`src/rtl/id_ex_pipe_reg.sv`:
```
// ID/EX pipeline register: captures the decoded instruction and its operands
// for the EX stage. It forwards write-back data into the operands because the
// register file commits on the same edge. It also provides stall/flush control
// and saturating debug counters for stall and flush events.
module id_ex_pipe_reg #(
    parameter int DATA_W = 32,
    parameter int REG_AW = 5,
    parameter int CTRL_W = 9,
    parameter int CNT_W  = 16
) (
    input  logic              clk,
    input  logic              rst,
    input  logic              stall,
    input  logic              flush,
    input  logic              id_valid,
    input  logic [DATA_W-1:0] id_pc4,
    input  logic [DATA_W-1:0] id_rdata1,
    input  logic [DATA_W-1:0] id_rdata2,
    input  logic [REG_AW-1:0] id_rs,
    input  logic [REG_AW-1:0] id_rt,
    input  logic [REG_AW-1:0] id_rd,
    input  logic [DATA_W-1:0] id_imm,
    input  logic [CTRL_W-1:0] id_ctrl,
    input  logic              wb_regwrite,
    input  logic [REG_AW-1:0] wb_wreg,
    input  logic [DATA_W-1:0] wb_wdata,
    output logic              ex_valid,
    output logic [DATA_W-1:0] ex_pc4,
    output logic [DATA_W-1:0] ex_op1,
    output logic [DATA_W-1:0] ex_op2,
    output logic [DATA_W-1:0] ex_imm,
    output logic [REG_AW-1:0] ex_rs,
    output logic [REG_AW-1:0] ex_rt,
    output logic [REG_AW-1:0] ex_rd,
    output logic [CTRL_W-1:0] ex_ctrl,
    output logic [CNT_W-1:0]  stall_cnt,
    output logic [CNT_W-1:0]  flush_cnt
);

    logic              r_valid;
    logic [DATA_W-1:0] r_pc4;
    logic [DATA_W-1:0] r_op1;
    logic [DATA_W-1:0] r_op2;
    logic [DATA_W-1:0] r_imm;
    logic [REG_AW-1:0] r_rs;
    logic [REG_AW-1:0] r_rt;
    logic [REG_AW-1:0] r_rd;
    logic [CTRL_W-1:0] r_ctrl;
    logic [CNT_W-1:0]  r_stall_cnt;
    logic [CNT_W-1:0]  r_flush_cnt;

    logic              w_byp1;
    logic              w_byp2;
    logic [DATA_W-1:0] w_op1;
    logic [DATA_W-1:0] w_op2;

    // Forward the write-back value when it targets a live, non-zero source register
    always_comb begin
        w_byp1 = wb_regwrite && (wb_wreg == id_rs) && (id_rs != '0);
        w_byp2 = wb_regwrite && (wb_wreg == id_rt) && (id_rt != '0);
        w_op1  = w_byp1 ? wb_wdata : id_rdata1;
        w_op2  = w_byp2 ? wb_wdata : id_rdata2;
    end

    // Pipeline payload: flush clears to a bubble, stall holds, otherwise load
    always_ff @(posedge clk or posedge rst) begin
        if (rst) begin
            r_valid <= 1'b0;
            r_pc4   <= '0;
            r_op1   <= '0;
            r_op2   <= '0;
            r_imm   <= '0;
            r_rs    <= '0;
            r_rt    <= '0;
            r_rd    <= '0;
            r_ctrl  <= '0;
        end else if (flush) begin
            r_valid <= 1'b0;
            r_pc4   <= '0;
            r_op1   <= '0;
            r_op2   <= '0;
            r_imm   <= '0;
            r_rs    <= '0;
            r_rt    <= '0;
            r_rd    <= '0;
            r_ctrl  <= '0;
        end else if (!stall) begin
            r_valid <= id_valid;
            r_pc4   <= id_pc4;
            r_op1   <= w_op1;
            r_op2   <= w_op2;
            r_imm   <= id_imm;
            r_rs    <= id_rs;
            r_rt    <= id_rt;
            r_rd    <= id_rd;
            r_ctrl  <= id_ctrl;
        end
    end

    // Saturating stall counter; a stall that coincides with a flush does not count
    always_ff @(posedge clk or posedge rst) begin
        if (rst) begin
            r_stall_cnt <= '0;
        end else if (stall && !flush && (r_stall_cnt != {CNT_W{1'b1}})) begin
            r_stall_cnt <= r_stall_cnt + 1'b1;
        end
    end

    // Saturating flush counter
    always_ff @(posedge clk or posedge rst) begin
        if (rst) begin
            r_flush_cnt <= '0;
        end else if (flush && (r_flush_cnt != {CNT_W{1'b1}})) begin
            r_flush_cnt <= r_flush_cnt + 1'b1;
        end
    end

    assign ex_valid  = r_valid;
    assign ex_pc4    = r_pc4;
    assign ex_op1    = r_op1;
    assign ex_op2    = r_op2;
    assign ex_imm    = r_imm;
    assign ex_rs     = r_rs;
    assign ex_rt     = r_rt;
    assign ex_rd     = r_rd;
    assign ex_ctrl   = r_ctrl;
    assign stall_cnt = r_stall_cnt;
    assign flush_cnt = r_flush_cnt;

endmodule

```
`config.mk`:
```
export PLATFORM = sky130hd
export DESIGN_NAME = id_ex_pipe_reg
export DESIGN_NICKNAME = d
export VERILOG_FILES = /design/src/rtl/id_ex_pipe_reg.sv
export SDC_FILE = /design/constraint.sdc
export NUM_CORES = 1
export LEC_CHECK = 0
export CORE_AREA = 2 2 146 148
export DETAILED_ROUTE_END_ITERATION = 12
export DIE_AREA = 0 0 148 150
export PLACE_DENSITY = 0.84
export SLEW_MARGIN = 10
export SYNTH_ARGS = -nofsm -noshare
export SYNTH_HDL_FRONTEND = slang
export SYNTH_SLANG_ARGS = --single-unit
export TNS_END_PERCENT = 5
```
`constraint.sdc`:
```
create_clock -name clk -period 17.5 [get_ports clk]
set_input_delay 3.5 -clock clk [delete_from_list [all_inputs] [get_ports clk]]
set_output_delay 3.5 -clock clk [all_outputs]
set_load 0.03 [all_outputs]
```
==> summary.md <==
| Metric | Value |
|---|---|
| Clk buf depth | `2` |
| GP Congestion | `between 0.8 and 0.9` |
| Tot GR Track Use | `0.229` |
| Area grow syn2layout | `52.0%` |
| Largest stage delay on the critical path | `0.87 ns` |
| Hpwl dp | `roughly 18000 um` |
| Initial drt markers | `265` |
| Register share of total power | `0.414` |
| IO Count | `between 300 and 400` |
| CTS tree | `done` |
| H-tree Lvls | `4` |
| Top delay family on crit path | `buffers and inverters` |
| Fmax | `approximately 170 MHz` |
| Post-synth EDFFs | `0` |
| Register area share after synthesis | `0.527` |
| Setup CP Type | `input pin to flop` |
| Clk Latency, worst-skew pair | `0.43 ns` |
| Full die area | `roughly 22000 sq um` |
| Initial DRT Pass Iterations | `5` |
| DRT antenna net count | `0` |
| Fill cells | `1659` |
| Die Span X | `148 um` |
| Syn_area_per_cell | `about 11 sq um` |
| Leak | `5.82 nW` |
| Post-synth top cells | `dfrtp_1 (185), nor2_1 (95), mux2i_1 (89)` |
| Most common cell in the netlist | `dfrtp_1` |
| Status | `finished, final reports clean` |
| Cell count after synthesis | `a little under 800` |
| Drt total wl | `approximately 26000 um` |
| CTS Sinks | `roughly 190` |
| Post-CTS Setup Bufs | `0` |
| Top_reg_cell synth | `dfrtp_1` |
| Setup TNS | `0 ns` |
| RSZ-0062 raised after global routing | `false` |
| Sequential cell area | `~4600 sq um` |
| Final nets | `~1300` |
| Largest net degree at the start of global routing | `between 100 and 150` |
| Buffers on Ports | `approximately 380` |
| Cells along the critical path | `buf_8 -> buf_4 -> buf_4 -> a21oi_1 -> a221oi_2` |
| Minimum hold slack | `slightly below 0.5 ns` |
| Clk_skew | `~0.013 ns` |
| Worst Path Required | `17.83 ns` |
| # DRC | `0` |
| Worst slew margin | `0.313` |
| Final Cycle Share | `0.337` |
| Antenna violations before repair | `0` |
| Total power | `about 0.0012 W` |
| FF+latch count, synth | `roughly 190` |
| Share of flip-flops with an asynchronous set or reset | `1.00` |
| Pins over their slew limit | `0` |
| Synth top area share | `0.527` |
| Reg clk slew, reported paths | `approximately 0.07 ns` |
| Initial core utilization | `0.425` |
| Gate power share | `0.257` |
| Share of layout cells above drive strength 1 | `0.0952` |
| Vias/cell | `around 5` |
| Vias in the first global route | `between 7000 and 8000` |
| VDD IR max | `0.0760 mV` |
| Critical Path Sink Type | `flop` |
| Synth cell types | `35` |
| Hold Buf Count CTS | `0` |
| Synth area leader | `dfrtp_1` |
| WL/cell | `around 18 um` |
| Crit path top cell by count | `buf_4` |
| Worst path bufs/invs | `3` |
| Root Driver | `clkbuf_16` |
| Post-cts resize count | `0` |
| Pwr dens | `between 80 and 90 nW/um^2` |
| P_int | `approximately 0.00081 W` |
| Syn_nets | `about 990` |
| Warnings from Yosys | `0` |
| First-pass GRT wire length | `about 40000 um` |
| Crit path max fanout | `86` |
| Antenna Cells | `0` |
| Area used by multi-input combinational logic | `between 3000 and 4000 sq um` |
| Total number of vias | `approximately 7200` |
| Maxcap violations | `0` |
| Arrival @ worst endpoint | `around 6.2 ns` |
| Slowest CP cell | `buf_4` |
| Util after Layout | `0.646` |
| Synthesized cell area | `~8800 sq um` |
| Die Y | `about 150 um` |
| Worst-Margin Slew | `between 1 and 1.5 ns` |
| Startpoint Class | `input pin` |
| Remaining global-route overflow | `0` |
| Clock period minus worst slack | `roughly 6 ns` |
| Switching power | `0.000381 W` |
| # setup viols final | `0` |
| Endpoints failing hold | `0` |
| Hold Path Class | `flop to flop` |
| Clock network power share | `0.329` |
| CTS buffer count | `17` |
| Synth area leaders | `dfrtp_1 (53%), mux2i_1 (10%), a221oi_2 (5.5%)` |
| Core box area | `just over 20000 sq um` |
| Std-Cell Rows | `between 50 and 60` |
| Net switching share of the total power | `0.319` |
sequential cells by signal, indices dropped and copies added, names as in the netlist:
register	count
ex_ctrl	9
ex_imm	32
ex_op1	32
ex_op2	32
ex_pc4	32
ex_rd	5
ex_rs	5
ex_rt	5
ex_valid	1
flush_cnt	16
stall_cnt	16
final timing paths:
| check | from | endpoint | slack, ns | depth (start not counted) |
|---|---|---|---|---|
| setup / recovery | stall | ex_op2[16]$_DFFE_PP0N_ | 11.61 | 5 |
| hold / removal | stall_cnt[14]$_DFFE_PP0P_ | stall_cnt[14]$_DFFE_PP0P_ | 0.50 | 1 |
| setup reg to reg | flush_cnt[0]$_DFFE_PP0P_ | flush_cnt[1]$_DFFE_PP0P_ | 15.59 | 5 |
| hold reg to reg | stall_cnt[14]$_DFFE_PP0P_ | stall_cnt[14]$_DFFE_PP0P_ | 0.50 | 1 |
| max in group asynchronous | rst | ex_op2[26]$_DFFE_PP0N_ | 12.28 | 3 |
| min in group asynchronous | rst | ex_pc4[16]$_DFFE_PP0N_ | 3.61 | 2 |
area by class of cell:
class / count / share of cell area
clock buffer: 18 / 0.0329
clock inverter: 14 / 0.0123
inverter: 67 / 0.0192
multi-input combinational: 486 / 0.275
sequential: 185 / 0.347
tap: 275 / 0.0258
timing repair buffer: 385 / 0.288
power groups by stage:
| stage | Combinational [W] | Clock [W] | Sequential (W) |
|---|---|---|---|
| global placement | 0.000304 | 0 | 0.000501 |
| finish | 0.000307 | 0.000393 | 0.000495 |
| CTS | 0.000310 | 0.000400 | 0.000494 |
| detailed placement | 0.000308 | 0 | 0.000502 |
| global route | 0.000326 | 0.000421 | 0.000499 |
| floorplan | 0.0000920 | 0 | 0.000570 |
worst reg2reg max path, cell delays in order, from the launching register on:
cell	delay [ns]
dfrtp_1	0.43
ha_1	0.27
nand2_1	0.11
nor2_1	0.10
a31oi_2	0.50
mux2_2	0.39
placed cells by master, fill, tap and decap left out, drive strengths merged, types with 21 or more instances in the layout:
master         count
nand2             21
inv               70
mux2              34
nor2              95
xnor2             29
a21oi             66
o21a              32
nand2b            33
mux2i             89
clkdlybuf4s50    377
dfrtp            185
a221oi            32
through the flow:
step | instances | setup WS (ns) | cell area [sq um]
final | 1430 | 11.61 | 13400
after global routing | 1430 | 11.43 | 13400
after CTS | 1430 | 11.60 | 13400
after global placement | 1398 | 11.23 | 12800
after detailed placement | 1398 | 11.16 | 12800
after floorplan | 790 | 8.97 | 8790
cells by family (layout without fill, tap and decap cells):
kind of cell,count (synthesis),after routing,synth area share
fa+ha+maj,2,2,0.00285
buf+inv,119,484,0.0552
flops,185,185,0.527
xor+xnor,36,36,0.0359
compound gates,141,141,0.137
mux,123,123,0.145
simple gates,184,184,0.0975
metal layers:
| metal | vias up | wire, um | global-route usage |
|---|---|---|---|
| li1 | 3401 | - | - |
| met3 | 52 | 1990 | 0.0683 |
| met4 | 0 | 807 | 0.0919 |
| met2 | 270 | 12500 | 0.375 |
| met1 | 3481 | 10600 | 0.285 |
| met5 | - | 0 | 0 |
Note: power is estimated with default switching activity, not from simulation.
